--- src/rtl/mult_arb_pkg.sv ---
// Shared types and constants for the mult8x8 round-robin arbiter/sequencer.
package mult_arb_pkg;

    typedef enum logic [1:0] {
        IDLE  = 2'd0,
        START = 2'd1,
        WAIT  = 2'd2,
        RESP  = 2'd3
    } state_t;

    localparam int OPW         = 8;
    localparam int PRODW       = 16;
    localparam int NREQ_DEF    = 4;
    localparam int TIMEOUT_DEF = 32;

endpackage

--- src/rtl/mult8x8_arbiter_rr_pick.sv ---
// Combinational round-robin picker: first set request at or after i_ptr, wrapping.
module rr_pick
    import mult_arb_pkg::*;
#(
    parameter int NREQ = NREQ_DEF,
    parameter int IW   = $clog2(NREQ)
) (
    input  logic [NREQ-1:0] i_req,
    input  logic [IW-1:0]   i_ptr,
    output logic [NREQ-1:0] o_win_oh,
    output logic [IW-1:0]   o_win_idx,
    output logic            o_any
);

    localparam int SW = IW + 1;
    localparam logic [NREQ-1:0] ONE = {{(NREQ-1){1'b0}}, 1'b1};

    logic [SW-1:0] w_slot;

    // Scan offsets from the far end down so the nearest requester to the pointer wins last.
    always_comb begin
        o_win_idx = '0;
        o_any     = 1'b0;
        w_slot    = '0;
        for (int k = NREQ - 1; k >= 0; k--) begin
            w_slot = {1'b0, i_ptr} + SW'(k);
            if (w_slot >= SW'(NREQ)) begin
                w_slot = w_slot - SW'(NREQ);
            end else begin
                w_slot = w_slot;
            end
            if (i_req[w_slot[IW-1:0]]) begin
                o_win_idx = w_slot[IW-1:0];
                o_any     = 1'b1;
            end else begin
                o_win_idx = o_win_idx;
            end
        end
        if (o_any) begin
            o_win_oh = ONE << o_win_idx;
        end else begin
            o_win_oh = '0;
        end
    end

endmodule

--- src/rtl/mult8x8_arbiter.sv ---
// Shares one external mult8x8 sequential multiplier between NREQ requesters.
// Optional done-flag watchdog enabled by defining MULT_TIMEOUT_EN.
module mult8x8_arbiter
    import mult_arb_pkg::*;
#(
    parameter int NREQ           = NREQ_DEF,
    parameter int TIMEOUT_CYCLES = TIMEOUT_DEF
) (
    input  logic                clk,
    input  logic                reset_a,
    input  logic [NREQ-1:0]     req,
    input  logic [OPW*NREQ-1:0] a_in,
    input  logic [OPW*NREQ-1:0] b_in,
    output logic [NREQ-1:0]     grant,
    output logic [NREQ-1:0]     rsp_valid,
    output logic [PRODW-1:0]    rsp_prod,
    output logic                rsp_err,
    output logic                busy,
    output logic [OPW-1:0]      mult_dataa,
    output logic [OPW-1:0]      mult_datab,
    output logic                mult_start,
    input  logic [PRODW-1:0]    mult_product,
    input  logic                mult_done
);

    localparam int IW = $clog2(NREQ);

    state_t            r_state;
    state_t            w_next;
    logic [IW-1:0]     r_ptr;
    logic [NREQ-1:0]   r_owner_oh;
    logic [NREQ-1:0]   r_grant;
    logic [NREQ-1:0]   r_rsp_valid;
    logic [PRODW-1:0]  r_rsp_prod;
    logic              r_rsp_err;
    logic              r_busy;
    logic [OPW-1:0]    r_dataa;
    logic [OPW-1:0]    r_datab;
    logic              r_start;
    logic              r_done_q;
    logic [NREQ-1:0]   w_win_oh;
    logic [IW-1:0]     w_win_idx;
    logic              w_any;
    logic              w_done_edge;
    logic              w_timeout;

    rr_pick #(.NREQ(NREQ), .IW(IW)) u_pick (
        .i_req     (req),
        .i_ptr     (r_ptr),
        .o_win_oh  (w_win_oh),
        .o_win_idx (w_win_idx),
        .o_any     (w_any)
    );

    // A done level left over from the previous operation must not count as completion.
    assign w_done_edge = mult_done & ~r_done_q;

`ifdef MULT_TIMEOUT_EN
    localparam int CW = $clog2(TIMEOUT_CYCLES + 1);
    logic [CW-1:0] r_cnt;

    // Watchdog: cleared in START, counts WAIT cycles.
    always_ff @(posedge clk) begin
        if (reset_a) begin
            r_cnt <= '0;
        end else if (r_state == START) begin
            r_cnt <= '0;
        end else if (r_state == WAIT) begin
            r_cnt <= r_cnt + CW'(1);
        end else begin
            r_cnt <= r_cnt;
        end
    end

    assign w_timeout = (r_state == WAIT) && (r_cnt == CW'(TIMEOUT_CYCLES - 1)) && !w_done_edge;
`else
    assign w_timeout = 1'b0;
`endif

    // Next-state logic.
    always_comb begin
        w_next = r_state;
        case (r_state)
            IDLE: begin
                if (w_any) begin
                    w_next = START;
                end else begin
                    w_next = IDLE;
                end
            end
            START: w_next = WAIT;
            WAIT: begin
                if (w_done_edge || w_timeout) begin
                    w_next = RESP;
                end else begin
                    w_next = WAIT;
                end
            end
            RESP:    w_next = IDLE;
            default: w_next = IDLE;
        endcase
    end

    // State, pointer and registered outputs; pulses default low every cycle.
    always_ff @(posedge clk) begin
        if (reset_a) begin
            r_state     <= IDLE;
            r_ptr       <= '0;
            r_owner_oh  <= '0;
            r_grant     <= '0;
            r_rsp_valid <= '0;
            r_rsp_prod  <= '0;
            r_rsp_err   <= 1'b0;
            r_busy      <= 1'b0;
            r_dataa     <= '0;
            r_datab     <= '0;
            r_start     <= 1'b0;
            r_done_q    <= 1'b0;
        end else begin
            r_state     <= w_next;
            r_done_q    <= mult_done;
            r_busy      <= (w_next != IDLE);
            r_grant     <= '0;
            r_start     <= 1'b0;
            r_rsp_valid <= '0;
            case (r_state)
                IDLE: begin
                    if (w_any) begin
                        r_dataa    <= a_in[w_win_idx*OPW +: OPW];
                        r_datab    <= b_in[w_win_idx*OPW +: OPW];
                        r_owner_oh <= w_win_oh;
                        r_grant    <= w_win_oh;
                        r_start    <= 1'b1;
                        r_ptr      <= (w_win_idx == IW'(NREQ - 1)) ? '0 : w_win_idx + IW'(1);
                    end
                end
                WAIT: begin
                    if (w_done_edge) begin
                        r_rsp_prod  <= mult_product;
                        r_rsp_err   <= 1'b0;
                        r_rsp_valid <= r_owner_oh;
                    end else if (w_timeout) begin
                        r_rsp_prod  <= '0;
                        r_rsp_err   <= 1'b1;
                        r_rsp_valid <= r_owner_oh;
                    end
                end
                default: begin
                end
            endcase
        end
    end

    assign grant      = r_grant;
    assign rsp_valid  = r_rsp_valid;
    assign rsp_prod   = r_rsp_prod;
    assign rsp_err    = r_rsp_err;
    assign busy       = r_busy;
    assign mult_dataa = r_dataa;
    assign mult_datab = r_datab;
    assign mult_start = r_start;

endmodule
--- config.mk ---
export PLATFORM = sky130hd
export DESIGN_NAME = mult8x8_arbiter
export DESIGN_NICKNAME = d
export VERILOG_FILES = /design/src/rtl/mult_arb_pkg.sv /design/src/rtl/mult8x8_arbiter_rr_pick.sv /design/src/rtl/mult8x8_arbiter.sv
export SDC_FILE = /design/constraint.sdc
export NUM_CORES = 1
export LEC_CHECK = 0
export BUFFER_PORTS_ARGS = -buffer_cell sky130_fd_sc_hd__buf_2
export CAP_MARGIN = 15
export CORE_MARGIN = 5
export CORE_UTILIZATION = 45
export DETAILED_ROUTE_END_ITERATION = 10
export PLACE_DENSITY = 0.8
export SETUP_SLACK_MARGIN = 0.1
export SLEW_MARGIN = 20
export SYNTH_ARGS = -nofsm -noshare
export SYNTH_HDL_FRONTEND = slang
export SYNTH_SLANG_ARGS = --single-unit
--- constraint.sdc ---
create_clock -name clk -period 2.48 [get_ports clk]
set_input_delay 0.372 -clock clk [delete_from_list [all_inputs] [get_ports clk]]
set_output_delay 0.372 -clock clk [all_outputs]
set_load 0.01 [all_outputs]
==> results of run 1 <==
timing repair:
item / 4_1_cts / 5_1_grt
endpoints found under the setup margin: 0 / 16
hold endpoints to repair: 0 / 0
setup buffers: 0 / 4
resized for setup: 0 / 1
critical path, delay by kind of cell (launching register included):
family,cells,cell delay [ns]
AO/OA/AOI/OAI,2,0.63
flip-flops,1,0.43
AND/OR/NAND/NOR,3,0.89
placed cells by master, fill, tap and decap left out, drive strengths merged:
master	count
and2	4
a21boi	16
or2	2
nor4b	1
o21ba	1
a221o	17
nor4	1
nor2	7
nor3b	4
nand2	44
a21oi	22
nor2b	5
o41ai	1
a211oi	2
clkinv	1
dfxtp	51
nand3	16
mux2i	1
conb	1
clkinvlp	1
o21ai	16
mux2	16
buf	137
ha	7
and2b	1
inv	5
nor3	2
o21bai	1
clkbuf	6
a221oi	1
layout make-up:
class                      instances  area, sq um  share of cell area [%]
inverter                           5        18.77                  0.5743
multi-input combinational        189         1321                   40.43
sequential                        51         1021                   31.24
timing repair buffer             137        720.7                   22.05
clock buffer                       6        82.58                   2.527
tap                               70        87.58                   2.680
clock inverter                     2        16.27                  0.4977
power breakdown:
| group | total (mW) | internal [mW] | switching, mW |
|---|---|---|---|
| Clock | 0.500 | 0.228 | 0.272 |
| Combinational | 0.900 | 0.426 | 0.475 |
| Sequential | 1.03 | 0.955 | 0.0702 |
synth_stat cells (2+ instances only):
| library cell | number |
|---|---|
| sky130_fd_sc_hd__dfxtp_1 | 51 |
| sky130_fd_sc_hd__nand2_1 | 44 |
| sky130_fd_sc_hd__a21oi_1 | 22 |
| sky130_fd_sc_hd__a221o_1 | 17 |
| sky130_fd_sc_hd__a21boi_0 | 16 |
| sky130_fd_sc_hd__nand3_1 | 16 |
| sky130_fd_sc_hd__o21ai_0 | 16 |
| sky130_fd_sc_hd__clkbuf_1 | 13 |
| sky130_fd_sc_hd__mux2_2 | 8 |
| sky130_fd_sc_hd__mux2_4 | 8 |
| sky130_fd_sc_hd__ha_1 | 7 |
| sky130_fd_sc_hd__nor2_1 | 6 |
| sky130_fd_sc_hd__inv_1 | 5 |
| sky130_fd_sc_hd__and2_1 | 4 |
| sky130_fd_sc_hd__nor2b_1 | 4 |
| sky130_fd_sc_hd__nor3b_1 | 4 |
| sky130_fd_sc_hd__a211oi_1 | 2 |
| sky130_fd_sc_hd__nor3_2 | 2 |
| sky130_fd_sc_hd__or2_2 | 2 |
cell families (layout without fill, tap and decap cells):
family,after synthesis,after routing,synth area share [%]
other,1,1,0.1547
adders and majority gates,7,7,3.614
buffers and inverters,21,150,3.769
and+or+nand+nor,87,87,17.86
AOI/OAI and AO/OA,77,77,23.39
DFF,51,51,42.13
muxes,17,17,9.087
layer usage:
metal | routed length, um | up-vias | track usage, %
met3 | 506 | 19 | 5.941
li1 | - | 1184 | -
met1 | 2626 | 1119 | 20.93
met4 | 170 | 0 | 8.024
met5 | 0 | - | 0
met2 | 3374 | 94 | 32.58
final timing paths:
path                               from                    endpoint  slack (ns)  depth (start not counted)
max               r_ptr[1]$_SDFFE_PP0P_  mult_dataa[1]$_SDFFE_PP0P_        0.48                          5
min                     mult_product[0]    rsp_prod[0]$_SDFFE_PP0P_        0.29                          3
max reg2reg       r_ptr[1]$_SDFFE_PP0P_  mult_dataa[1]$_SDFFE_PP0P_        0.48                          5
min reg2reg  r_owner_oh[1]$_SDFFE_PP0P_  r_owner_oh[1]$_SDFFE_PP0P_        0.45                          2
state kept, by name, indices dropped and copies added (netlist names):
| register | cells |
|---|---|
| rsp_valid | 4 |
| r_state | 2 |
| mult_datab | 8 |
| mult_start | 1 |
| grant | 4 |
| r_ptr | 2 |
| mult_dataa | 8 |
| r_owner_oh | 4 |
| busy | 1 |
| r_done_q | 1 |
| rsp_prod | 16 |
==> impl_results.md, run 1 <==
* Run status: finished clean
* # Max-Cap Violations at 0
* Shortest clock period the worst path allows after layout at approximately 2 ns
* Share of the synthesized area in the top cell type at 42.13%
* Category of the worst setup path capture point: flop
* Count of boundary I/O pins at between 100 and 150
* Crit Path Category: reg -> reg
* Routed WL per cell at between 10 and 15 um
* Total power of the final layout at approximately 2.4 mW
* Clock-pin slew of the registers on the worst-case setup and hold paths at about 0.1 ns
* Post-synthesis net count at 355
* Critical path's slowest cell: sky130_fd_sc_hd__nor3_4
* Portion of the post-synthesis area used by sequential elements at 42.13%
* Final hold vios at 0
* First DRT Iteration DRCs at about 110
* Clk Latency, worst-skew pair at around 0.30 ns
* Total power divided by cell area at 742.1 mW/mm^2
* Overall fraction of global-route tracks in use at 18.74%
* Post-synthesis cell count at around 260
* Initial core utilization at around 47%
* Die boundary height at roughly 83 um
* Worst-path maximum fanout at 16
* GP Congestion at about 0.82
* Clock tree from TritonCTS: yes
* First-pass iteration count of the detailed router at 5
* Routed Antenna Nets at 0
* Count of placed standard cells including taps at around 450
* CP Cell Sequence: nand2_1, a21oi_1, nor3_2, nor3_4, a221o_1
* Largest vdd supply drop at 0.0003205 V
* Dominant synthesized flop cell: sky130_fd_sc_hd__dfxtp_1
* Via count at about 2400
* Avg Vias per Cell at 5.252
* FF+latch count, synth at 51
* Number of rows created at floorplan at 26
* Arrival time worst endpoint at between 2 and 2.5 ns
* Worst endpoint required time at between 2 and 3 ns
* Summed area of non-filler cells in the final layout at between 0.003 and 0.004 sq mm
* Final setup TNS at 0 ns
* Chip Width at approximately 83 um
* Type of origin of the critical path: flop
* Most area-consuming cells after synthesis: sky130_fd_sc_hd__dfxtp_1, sky130_fd_sc_hd__a221o_1, sky130_fd_sc_hd__nand2_1
* Unrepaired setup endpoints after global routing: no
* Worst Setup Slack post-DPL at between 0.09 and 0.1 ns
* Library cells used by synthesis at 33
* Final HPWL DP at 5.186 mm
* TritonCTS buffer count at 5
* Number of enable-type register cells in the synthesized netlist at 0
* Residual DRC count at 0
* Share of synthesized flip-flops with an asynchronous set or reset at 0%
* Cell area after placement at approximately 0.0031 sq mm
* CTS Root Buffer Type: sky130_fd_sc_hd__clkbuf_8
* Maximum operating frequency at ~0.50 GHz
* Clock sink count at between 50 and 60
* Synthesized area divided by synthesized cell count at a little over 9 sq um
* H-tree lvl count at 2
* Class of the tightest hold or removal check: in -> reg
* Cell type with the highest aggregate area in the netlist: sky130_fd_sc_hd__dfxtp_1
* Max clock buf depth at 2
* WHS at roughly 0.29 ns
* Total setup violations reported at the end of the flow at 0
* Clk_skew at between 0.009 and 0.01 ns
* Leakage power of the design at about 1.5 nW
* Slew of the pin with the lowest slew margin at roughly 1.1 ns
* Core footprint at about 0.0052 sq mm
* Number of max-slew violations in the final report at 0
* Share of final-layout standard cells stronger than drive strength 1 at 44.10%
* Post-Layout Cell Count at 460
* Number of buffers inserted by hold repair at cts at 0
* Number of antenna repair diodes at 0
* Number of global-route vias before repair at about 2400
* Die area at ~0.0070 sq mm
* Slew headroom at between 20% and 30%
* Combined area of all synthesized cells at roughly 0.0024 sq mm
* Nets@finish at between 400 and 500
* Count of fill cells added during filler insertion at 437
* Antenna violations before repair at 0
* Number of I/O port buffers at 128
* Core Util, Final at 63.18%
* Worst-case setup margin in the final layout at about 0.48 ns
* Warnings from Yosys at 0
* Area Overhead vs Synth at 34.85%
* Ratio of final minimum period to clock period at between 80% and 90%
* Delay of the slowest critical-path stage at about 0.59 ns
* Total global routing overflow at 0
* Routed wire length at approximately 6.7 mm
* Global-route wire length before repair at around 11 mm
* Pin count of the biggest net entering global routing at 21
Power figures use the tool's default switching activity.
==> run 2: changes to the inputs <==
- ABC_AREA: not set -> 1
- PLACE_DENSITY: 0.8 -> 0.76
- clock period: 2.48 -> 2 ns (I/O delays scaled with it)
==> run 2 against run 1 <==
  * Setup slack got worse by 0.26 ns
  * Combinational power rose to 4.2 times the previous value
  * Die area grew 23%
  * Sequential power grew 44%
  * Sequential share of layout area fell by 4.8 points
  * Clock-buffer cell count decreased by 1
  * Sequential cell count unchanged
  * Global-route usage hardly changed
  * Wire length grew 16%
  * Highest routed layer unchanged
==> impl_results.md, run 2 <==
* Arrival time worst endpoint at 2.03 ns (was 2.25 ns)
* Routed Antenna Nets at 0 (unchanged)
* Worst R2R Start: r_ptr[0]$_SDFFE_PP0P_ (was r_ptr[1]$_SDFFE_PP0P_)
* Max clock buf depth at 2 (unchanged)
* Number of enable-type register cells in the synthesized netlist at 0 (unchanged)
* Warnings from Yosys at 0 (unchanged)
* Area Overhead vs Synth at 27.24% (was 34.85%)
* Number of rows created at floorplan at 30 (was 26)
* Post-synthesis cell count at 466 (was 261)
* Number of global-route vias before repair at 3057 (was 2418)
* Routed wire length at 7.748 mm (was 6.678 mm)
* Library cells used by synthesis at 27 (was 33)
* Leading cell type by number of instances after synthesis: sky130_fd_sc_hd__inv_1 (was sky130_fd_sc_hd__dfxtp_1)
* Routed WL per cell at 11.58 um (was 14.52 um)
* Combined area of all synthesized cells at 0.003059 sq mm (was 0.002424 sq mm)
* Chip Width at 92.45 um (was 83.39 um)
* Kind of cell with the highest combined delay on the critical path: simple AND/OR/NAND/NOR gates (unchanged)
* Count of boundary I/O pins at 130 (unchanged)
* Class of the tightest hold or removal check: in -> reg (unchanged)
* Largest vdd supply drop at 0.0007691 V (was 0.0003205 V)
* Share of synthesized flip-flops with an asynchronous set or reset at 0% (unchanged)
* Total global routing overflow at 0 (unchanged)
* Commonest non-fill, non-tap cell in the layout: sky130_fd_sc_hd__buf_2 (unchanged)
* Total setup buffers inserted after CTS at 0 (unchanged)
* First-pass iteration count of the detailed router at 6 (was 5)
* Ratio of final minimum period to clock period at 89.10% (was 80.76%)
* Worst-path maximum fanout at 18 (was 16)
* Count of fill cells added during filler insertion at 650 (was 437)
* Post-synthesis net count at 560 (was 355)
* Antenna violations before repair at 0 (unchanged)
* Number of flip-flops in the largest register at 16 (unchanged)
* FF+latch count, synth at 51 (unchanged)
* Final HPWL DP at 5.881 mm (was 5.186 mm)
* H-tree lvl count at 2 (unchanged)
* Length in cells of the worst reg-to-reg path at 11 (was 5)
* Final hold vios at 0 (unchanged)
* Total setup violations reported at the end of the flow at 0 (unchanged)
* Slew of the pin with the lowest slew margin at 0.6290 ns (was 1.111 ns)
* Part of the power in the clock network at 11.1% (was 20.6%)
* Initial core utilization at 45.53% (was 46.86%)
* CP Cell Sequence: inv_4, nand2_1, nand2_1, nand2_4, nand3_2, o21ai_2, nand2_2, nand2_4, ha_1, inv_1, o22ai_2 (was nand2_1, a21oi_1, nor3_2, nor3_4, a221o_1)
* Dominant synthesized flop cell: sky130_fd_sc_hd__dfxtp_1 (unchanged)
* Delay of the slowest critical-path stage at 0.41 ns (was 0.59 ns)
* Crit Path Category: reg -> reg (unchanged)
* Final setup TNS at 0 ns (unchanged)
* Internal power at 3.024 mW (was 1.609 mW)
* Clock sink count at 51 (unchanged)
* Overall fraction of global-route tracks in use at 18.71% (was 18.74%)
* Crit Reg-Reg Endpoint: r_owner_oh[1]$_SDFFE_PP0P_ (was mult_dataa[1]$_SDFFE_PP0P_)
* Switching power as a share of total power at 48.52% (was 33.67%)
* GP Congestion at 0.9808 (was 0.8188)
* Maximum operating frequency at 0.5612 GHz (was 0.4993 GHz)
* Run status: finished clean (unchanged)
* Unrepaired setup endpoints after global routing: yes (was no)
* Critical path buffer and inverter count at 2 (was 0)
* Mux contribution to synthesized area at 0% (was 9.086%)
* Residual DRC count at 0 (unchanged)
* Number of I/O port buffers at 128 (unchanged)
* Number of antenna repair diodes at 0 (unchanged)
* CTS Root Buffer Type: sky130_fd_sc_hd__clkbuf_8 (unchanged)
* Clock tree from TritonCTS: yes (unchanged)
* Cell type with the highest aggregate area in the netlist: sky130_fd_sc_hd__dfxtp_1 (unchanged)
* Power share of the sequential group at 25.1% (was 42.3%)
* Hold endpoint: rsp_prod[14]$_SDFFE_PP0P_ (was rsp_prod[0]$_SDFFE_PP0P_)
* Synthesized area divided by synthesized cell count at 6.565 sq um (was 9.286 sq um)
* Shortest clock period the worst path allows after layout at 1.782 ns (was 2.003 ns)
* Worst endpoint required time at 2.25 ns (was 2.72 ns)
* Core footprint at 0.006719 sq mm (was 0.005172 sq mm)
* Type of origin of the critical path: flop (unchanged)
* Origin of the worst min-delay path: mult_product[14] (was mult_product[0])
* Category of the worst setup path capture point: flop (unchanged)
* Xor and xnor area share after synthesis at 0% (unchanged)
* Global-route wire length before repair at 13.40 mm (was 10.79 mm)
* Combinational cell fraction of total power at 63.8% (was 37.1%)
* Synthesized-area fraction occupied by and/or/nand/nor cells at 39.39% (was 17.86%)
* Clk Latency, worst-skew pair at 0.31 ns (was 0.30 ns)
* Die boundary height at 92.45 um (was 83.39 um)
* Most area-consuming cells after synthesis: sky130_fd_sc_hd__dfxtp_1, sky130_fd_sc_hd__inv_1, sky130_fd_sc_hd__nand3_1 (was sky130_fd_sc_hd__dfxtp_1, sky130_fd_sc_hd__a221o_1, sky130_fd_sc_hd__nand2_1)
* Share of final-layout standard cells stronger than drive strength 1 at 33.45% (was 44.10%)
* Cell types with the highest counts after synthesis: sky130_fd_sc_hd__inv_1, sky130_fd_sc_hd__nor2_1, sky130_fd_sc_hd__nand2_1, sky130_fd_sc_hd__nand3_1, sky130_fd_sc_hd__dfxtp_1 (was sky130_fd_sc_hd__dfxtp_1, sky130_fd_sc_hd__nand2_1, sky130_fd_sc_hd__a21oi_1, sky130_fd_sc_hd__a221o_1)
* Min-Delay Path Depth at 3 (unchanged)
* Clk_skew at 0.008288 ns (was 0.009497 ns)
* Leakage power of the design at 2.376 nW (was 1.507 nW)
* WHS at 0.2038 ns (was 0.2911 ns)
* First DRT Iteration DRCs at 128 (was 112)
* Top library cells by usage in the layout, fill and taps aside: sky130_fd_sc_hd__buf_2, sky130_fd_sc_hd__inv_1, sky130_fd_sc_hd__nor2_1, sky130_fd_sc_hd__nand2_1, sky130_fd_sc_hd__nand3_1 (was sky130_fd_sc_hd__buf_2, sky130_fd_sc_hd__dfxtp_1, sky130_fd_sc_hd__nand2_1, sky130_fd_sc_hd__a21oi_1, sky130_fd_sc_hd__a221o_1)
* Number of max-slew violations in the final report at 0 (unchanged)
* TritonCTS buffer count at 5 (unchanged)
* Slew headroom at 58.02% (was 25.69%)
* Via count at 3172 (was 2416)
* # Max-Cap Violations at 0 (unchanged)
* Share of the synthesized area in the top cell type at 33.37% (was 42.13%)
* Total power divided by cell area at 1509 mW/mm^2 (was 742.1 mW/mm^2)
* Switching power of the nets at 2.850 mW (was 816.5 uW)
* Avg Vias per Cell at 4.741 (was 5.252)
* Register-to-register path setup slack at 0.22 ns (was 0.48 ns)
* Critical path's slowest cell: sky130_fd_sc_hd__dfxtp_4 (was sky130_fd_sc_hd__nor3_4)
* Fraction of the mapped netlist area in compound gates at 6.421% (was 23.39%)
* Die area at 0.008547 sq mm (was 0.006953 sq mm)
* Summed area of non-filler cells in the final layout at 0.003892 sq mm (was 0.003268 sq mm)
* Adder-Cell Fraction of Synth Area at 2.863% (was 3.614%)
* Portion of the post-synthesis area used by sequential elements at 33.37% (was 42.13%)
* Largest family of logic cells by synthesized area: simple AND/OR/NAND/NOR gates (was compound AO/OA/AOI/OAI gates)
* Nets@finish at 682 (was 483)
* Cell area after placement at 0.003756 sq mm (was 0.003117 sq mm)
* Clock-pin slew of the registers on the worst-case setup and hold paths at 0.11 ns (was 0.10 ns)
* Pin count of the biggest net entering global routing at 35 (was 21)
-- run 2: cell count changes after synthesis, moves of 8 or more --
cell                       delta
sky130_fd_sc_hd__a21boi_0    -16
sky130_fd_sc_hd__nand2_2      +9
sky130_fd_sc_hd__nand3_2     +18
sky130_fd_sc_hd__nand3_1     +53
sky130_fd_sc_hd__nor2_1      +71
sky130_fd_sc_hd__inv_1       +92
sky130_fd_sc_hd__a21oi_1     -19
sky130_fd_sc_hd__mux2_2       -8
sky130_fd_sc_hd__a221o_1     -17
sky130_fd_sc_hd__mux2_4       -8
sky130_fd_sc_hd__nand2_1     +30
-- run 2: worst max path at each step --
stage,start,endpoint,slack (ns),cells after the start
after detailed placement,r_ptr[0]$_SDFFE_PP0P_,r_ptr[1]$_SDFFE_PP0P_,0.07,12
after global placement,r_ptr[0]$_SDFFE_PP0P_,r_owner_oh[1]$_SDFFE_PP0P_,0.14,11
after CTS,r_ptr[1]$_SDFFE_PP0P_,r_owner_oh[0]$_SDFFE_PP0P_,0.10,12
after floorplan,r_ptr[0]$_SDFFE_PP0P_,r_ptr[1]$_SDFFE_PP0P_,0.15,14
after global routing,r_ptr[1]$_SDFFE_PP0P_,mult_datab[7]$_SDFFE_PP0P_,0.07,14
final,r_ptr[0]$_SDFFE_PP0P_,r_owner_oh[1]$_SDFFE_PP0P_,0.22,11
-- run 2: cells by family (layout without fill, tap and decap cells) --
| group | after synthesis | in the layout |
|---|---|---|
| simple gates | 253 | 253 |
| flops | 51 | 51 |
| other cells | 1 | 1 |
| compound gates | 29 | 29 |
| buf+inv | 125 | 248 |
| fa+ha+maj | 7 | 7 |
-- run 2: worst min-delay path: cells and delay by family --
kind / cells / cell delay (ns)
and+or+nand+nor: 2 / 0.11
buffers and inverters: 1 / 0.08
-- run 2: routing by layer --
metal  global-route usage, %  part of all wire, %  up-vias
li1                        -                    -     1646
met1                   22.68                   44     1370
met2                   32.93                   46      146
met3                   3.981                  8.6       10
met4                   5.817                  1.3        0
met5                       0                    0        -
-- run 2: final cells by class --
type	instances	area (sq um)	area share, %
inverter	101	384.1	9.868
sequential	51	1028	26.42
tap	80	100.1	2.572
timing repair buffer	139	764.5	19.64
multi-input combinational	290	1518	38.99
clock buffer	5	68.82	1.768
clock inverter	3	28.78	0.7393
-- run 2: power groups by stage --
stage / clock (mW) / sequential (mW) / combinational (mW)
finish: 0.650 / 1.48 / 3.75
detailed placement: 0 / 1.49 / 3.67
global placement: 0 / 1.48 / 3.62
floorplan: 0 / 1.57 / 2.77
CTS: 0.671 / 1.47 / 3.69
global route: 0.706 / 1.51 / 4.23
-- run 2: metrics by stage --
step / instances / setup slack [ns] / util [%] / power, mW
floorplan: 466 / 0.1471 / - / 4.332
global placement: 661 / 0.1420 / 55.90 / 5.100
detailed placement: 661 / 0.06564 / 55.90 / 5.161
CTS: 669 / 0.1015 / 57.37 / 5.832
global route: 669 / 0.07246 / 57.93 / 6.445
finish: 669 / 0.2180 / 57.93 / 5.874
-- run 2: what timing repair did --
item	CTS	global route
gates resized for setup	1	11
endpoints found under the hold margin	0	0
endpoints found under the setup margin	21	27
pin swaps	0	1
hold buffers	0	0
==> run 3: changes to the inputs <==
- CELL_PAD_IN_SITES_DETAIL_PLACEMENT: not set -> 0
- CELL_PAD_IN_SITES_GLOBAL_PLACEMENT: not set -> 1
- CORE_UTILIZATION: 45 -> 32
- PLACE_DENSITY: 0.76 -> not set
- PLACE_DENSITY_LB_ADDON: not set -> 0.1
- RECOVER_POWER: not set -> 100
==> run 3 against run 2 <==
  * Clock-buffer cell count stayed put
  * Highest routed layer unchanged
  * First-iteration DRC count is 3.1% lower
  * Total power is 12% higher
==> impl_results.md, run 3 (synthesis results as in run 2) <==
* Run status: finished clean (unchanged)
* Kind of cell with the highest combined delay on the critical path: simple AND/OR/NAND/NOR gates (unchanged)
* Clock tree from TritonCTS: yes (unchanged)
* Die area at 0.01162 sq mm (was 0.008547 sq mm)
* Slew of the pin with the lowest slew margin at 0.6420 ns (was 0.6290 ns)
* Routed wire length at 9.289 mm (was 7.748 mm)
* Max clock buf depth at 2 (unchanged)
* WHS at 0.2047 ns (was 0.2038 ns)
* First DRT Iteration DRCs at 124 (was 128)
* Core Util, Final at 43.92% (was 57.93%)
* Number of buffers inserted by hold repair at cts at 0 (unchanged)
* Class of the tightest hold or removal check: in -> reg (unchanged)
* First-pass iteration count of the detailed router at 4 (was 6)
* Top library cells by usage in the layout, fill and taps aside: sky130_fd_sc_hd__inv_1, sky130_fd_sc_hd__buf_2, sky130_fd_sc_hd__nor2_1, sky130_fd_sc_hd__nand2_1, sky130_fd_sc_hd__nand3_1 (was sky130_fd_sc_hd__buf_2, sky130_fd_sc_hd__inv_1, sky130_fd_sc_hd__nor2_1, sky130_fd_sc_hd__nand2_1, sky130_fd_sc_hd__nand3_1)
* Residual DRC count at 0 (unchanged)
* Slew headroom at 57.15% (was 58.02%)
* Delay of the slowest critical-path stage at 0.42 ns (was 0.41 ns)
* Worst endpoint required time at 2.19 ns (was 2.25 ns)
* Met2 WL at 4.139 mm (was 3.548 mm)
* Crit Path Category: reg -> reg (unchanged)
* Worst-path maximum fanout at 8 (was 18)
* Initial core utilization at 32.95% (was 45.53%)
* Number of global-route vias before repair at 3099 (was 3057)
* Via count at 3118 (was 3172)
* Share of final-layout standard cells stronger than drive strength 1 at 26.68% (was 33.45%)
* Nets@finish at 689 (was 682)
* Routed Antenna Nets at 0 (unchanged)
* Commonest non-fill, non-tap cell in the layout: sky130_fd_sc_hd__inv_1 (was sky130_fd_sc_hd__buf_2)
* Clock sink count at 51 (unchanged)
* CTS Root Buffer Type: sky130_fd_sc_hd__clkbuf_8 (unchanged)
* Total setup violations reported at the end of the flow at 0 (unchanged)
* Chip Width at 107.8 um (was 92.45 um)
* TritonCTS buffer count at 5 (unchanged)
* GP Congestion at 0.8342 (was 0.9808)
* Clock-pin slew of the registers on the worst-case setup and hold paths at 0.11 ns (about the same)
* Antenna violations before repair at 0 (unchanged)
* # Max-Cap Violations at 0 (unchanged)
* Final setup TNS at 0 ns (unchanged)
* Shortest clock period the worst path allows after layout at 1.832 ns (was 1.782 ns)
* Pin count of the biggest net entering global routing at 33 (was 35)
* Largest vdd supply drop at 0.0007673 V (was 0.0007691 V)
* Area Overhead vs Synth at 33.29% (was 27.24%)
* Met1 wire length at 4.492 mm (was 3.428 mm)
* Avg Vias per Cell at 4.301 (was 4.741)
* Total global routing overflow at 0 (unchanged)
* Number of antenna repair diodes at 0 (unchanged)
* Number of flip-flops in the largest register at 16 (unchanged)
* Routed WL per cell at 12.81 um (was 11.58 um)
* Final hold vios at 0 (unchanged)
* Arrival time worst endpoint at 2.02 ns (was 2.03 ns)
* Met3 wire length at 632 um (was 670 um)
* CP Cell Sequence: nand2_1, nand3_4, nand2_1, inv_2, nand3_4, nand2_8, inv_1, buf_4, ha_1, inv_1, o22ai_2 (was inv_4, nand2_1, nand2_1, nand2_4, nand3_2, o21ai_2, nand2_2, nand2_4, ha_1, inv_1, o22ai_2)
* Count of boundary I/O pins at 130 (unchanged)
* Critical path's slowest cell: sky130_fd_sc_hd__dfxtp_4 (unchanged)
* Category of the worst setup path capture point: flop (unchanged)
* Number of rows created at floorplan at 35 (was 30)
* Number of max-slew violations in the final report at 0 (unchanged)
* Highest layer used for signal routing: met4 (unchanged)
* Core footprint at 0.009284 sq mm (was 0.006719 sq mm)
* Final HPWL DP at 6.518 mm (was 5.881 mm)
* Clk Latency, worst-skew pair at 0.31 ns (about the same)
* Type of origin of the critical path: flop (unchanged)
* H-tree lvl count at 2 (unchanged)
* Unrepaired setup endpoints after global routing: yes (unchanged)
* Total power divided by cell area at 1612 mW/mm^2 (was 1509 mW/mm^2)
* Number of I/O port buffers at 128 (unchanged)
* Critical path buffer and inverter count at 4 (was 2)
* Clk_skew at 0.01271 ns (was 0.008288 ns)
* Maximum operating frequency at 0.5458 GHz (was 0.5612 GHz)
* Global-route wire length before repair at 14.47 mm (was 13.40 mm)
* Die boundary height at 107.8 um (was 92.45 um)
* Leakage power of the design at 2.273 nW (was 2.376 nW)
* Overall fraction of global-route tracks in use at 15.27% (was 18.71%)
* Ratio of final minimum period to clock period at 91.61% (was 89.10%)
==> run 3: changes by cell type in the layout (fill, tap and decap cells not counted), moves of 3 or more <==
cell	change
sky130_fd_sc_hd__buf_2	-42
sky130_fd_sc_hd__nand3_2	-3
sky130_fd_sc_hd__clkbuf_16	+3
sky130_fd_sc_hd__clkbuf_1	+44
==> run 3: worst paths after layout <==
path | startpoint | slack, ns | cells past startpoint | to
worst min register to register | r_owner_oh[3]$_SDFFE_PP0P_ | 0.47 | 2 | rsp_valid[3]$_SDFF_PP0_
worst max-delay path | r_ptr[0]$_SDFFE_PP0P_ | 0.17 | 11 | r_owner_oh[1]$_SDFFE_PP0P_
worst max register to register | r_ptr[0]$_SDFFE_PP0P_ | 0.17 | 11 | r_owner_oh[1]$_SDFFE_PP0P_
worst min-delay path | mult_product[10] | 0.20 | 3 | rsp_prod[10]$_SDFFE_PP0P_
==> run 3: worst register-to-register path, delay by kind of cell (launching register included) <==
kind                       cells  cell delay (ns)
and+or+nand+nor                5             0.67
DFF                            1             0.42
buffers and inverters          4             0.39
adders and majority gates      1             0.17
AOI/OAI and AO/OA              1             0.07
==> run 3: cell type report <==
| cell class | instances | area, sq um |
|---|---|---|
| Clock inverter | 3 | 46.29 |
| Inverter | 101 | 386.6 |
| Clock buffer | 5 | 68.82 |
| Multi-Input combinational cell | 290 | 1548 |
| Fill cell | 1046 | 5206 |
| Sequential cell | 51 | 1028 |
| Tap cell | 129 | 161.4 |
| Timing Repair Buffer | 146 | 838.3 |
==> run 3: what timing repair did <==
| item | in CTS | in global routing |
|---|---|---|
| setup endpoints to repair | 21 | 25 |
| gates cloned | 0 | 3 |
| setup buffers | 0 | 2 |
| resized for setup | 1 | 19 |
| pin swaps | 0 | 3 |
==> run 3: metal layers <==
layer / up-vias / GRT usage, %
met1: 1350 / 20.64
met3: 2 / 4.199
li1: 1668 / -
met2: 98 / 24.82
met4: 0 / 2.164
met5: - / 0
==> run 3: power by group <==
part	switching, mW	internal [mW]
logic	2.59	1.74
registers	0.165	1.33
clock network	0.373	0.378
total	3.13	3.44
==> run 3: per-stage QoR <==
| step | cell area (sq um) | instances | worst slack, ns | power (mW) |
|---|---|---|---|---|
| after floorplan | 3059 | 466 | 0.1471 | 4.332 |
| after global placement | 3857 | 712 | 0.09268 | 5.409 |
| after detailed placement | 3857 | 712 | 0.05079 | 5.440 |
| after CTS | 3974 | 720 | 0.1019 | 6.223 |
| after global routing | 4078 | 725 | 0.03351 | 7.196 |
| final | 4078 | 725 | 0.1679 | 6.573 |
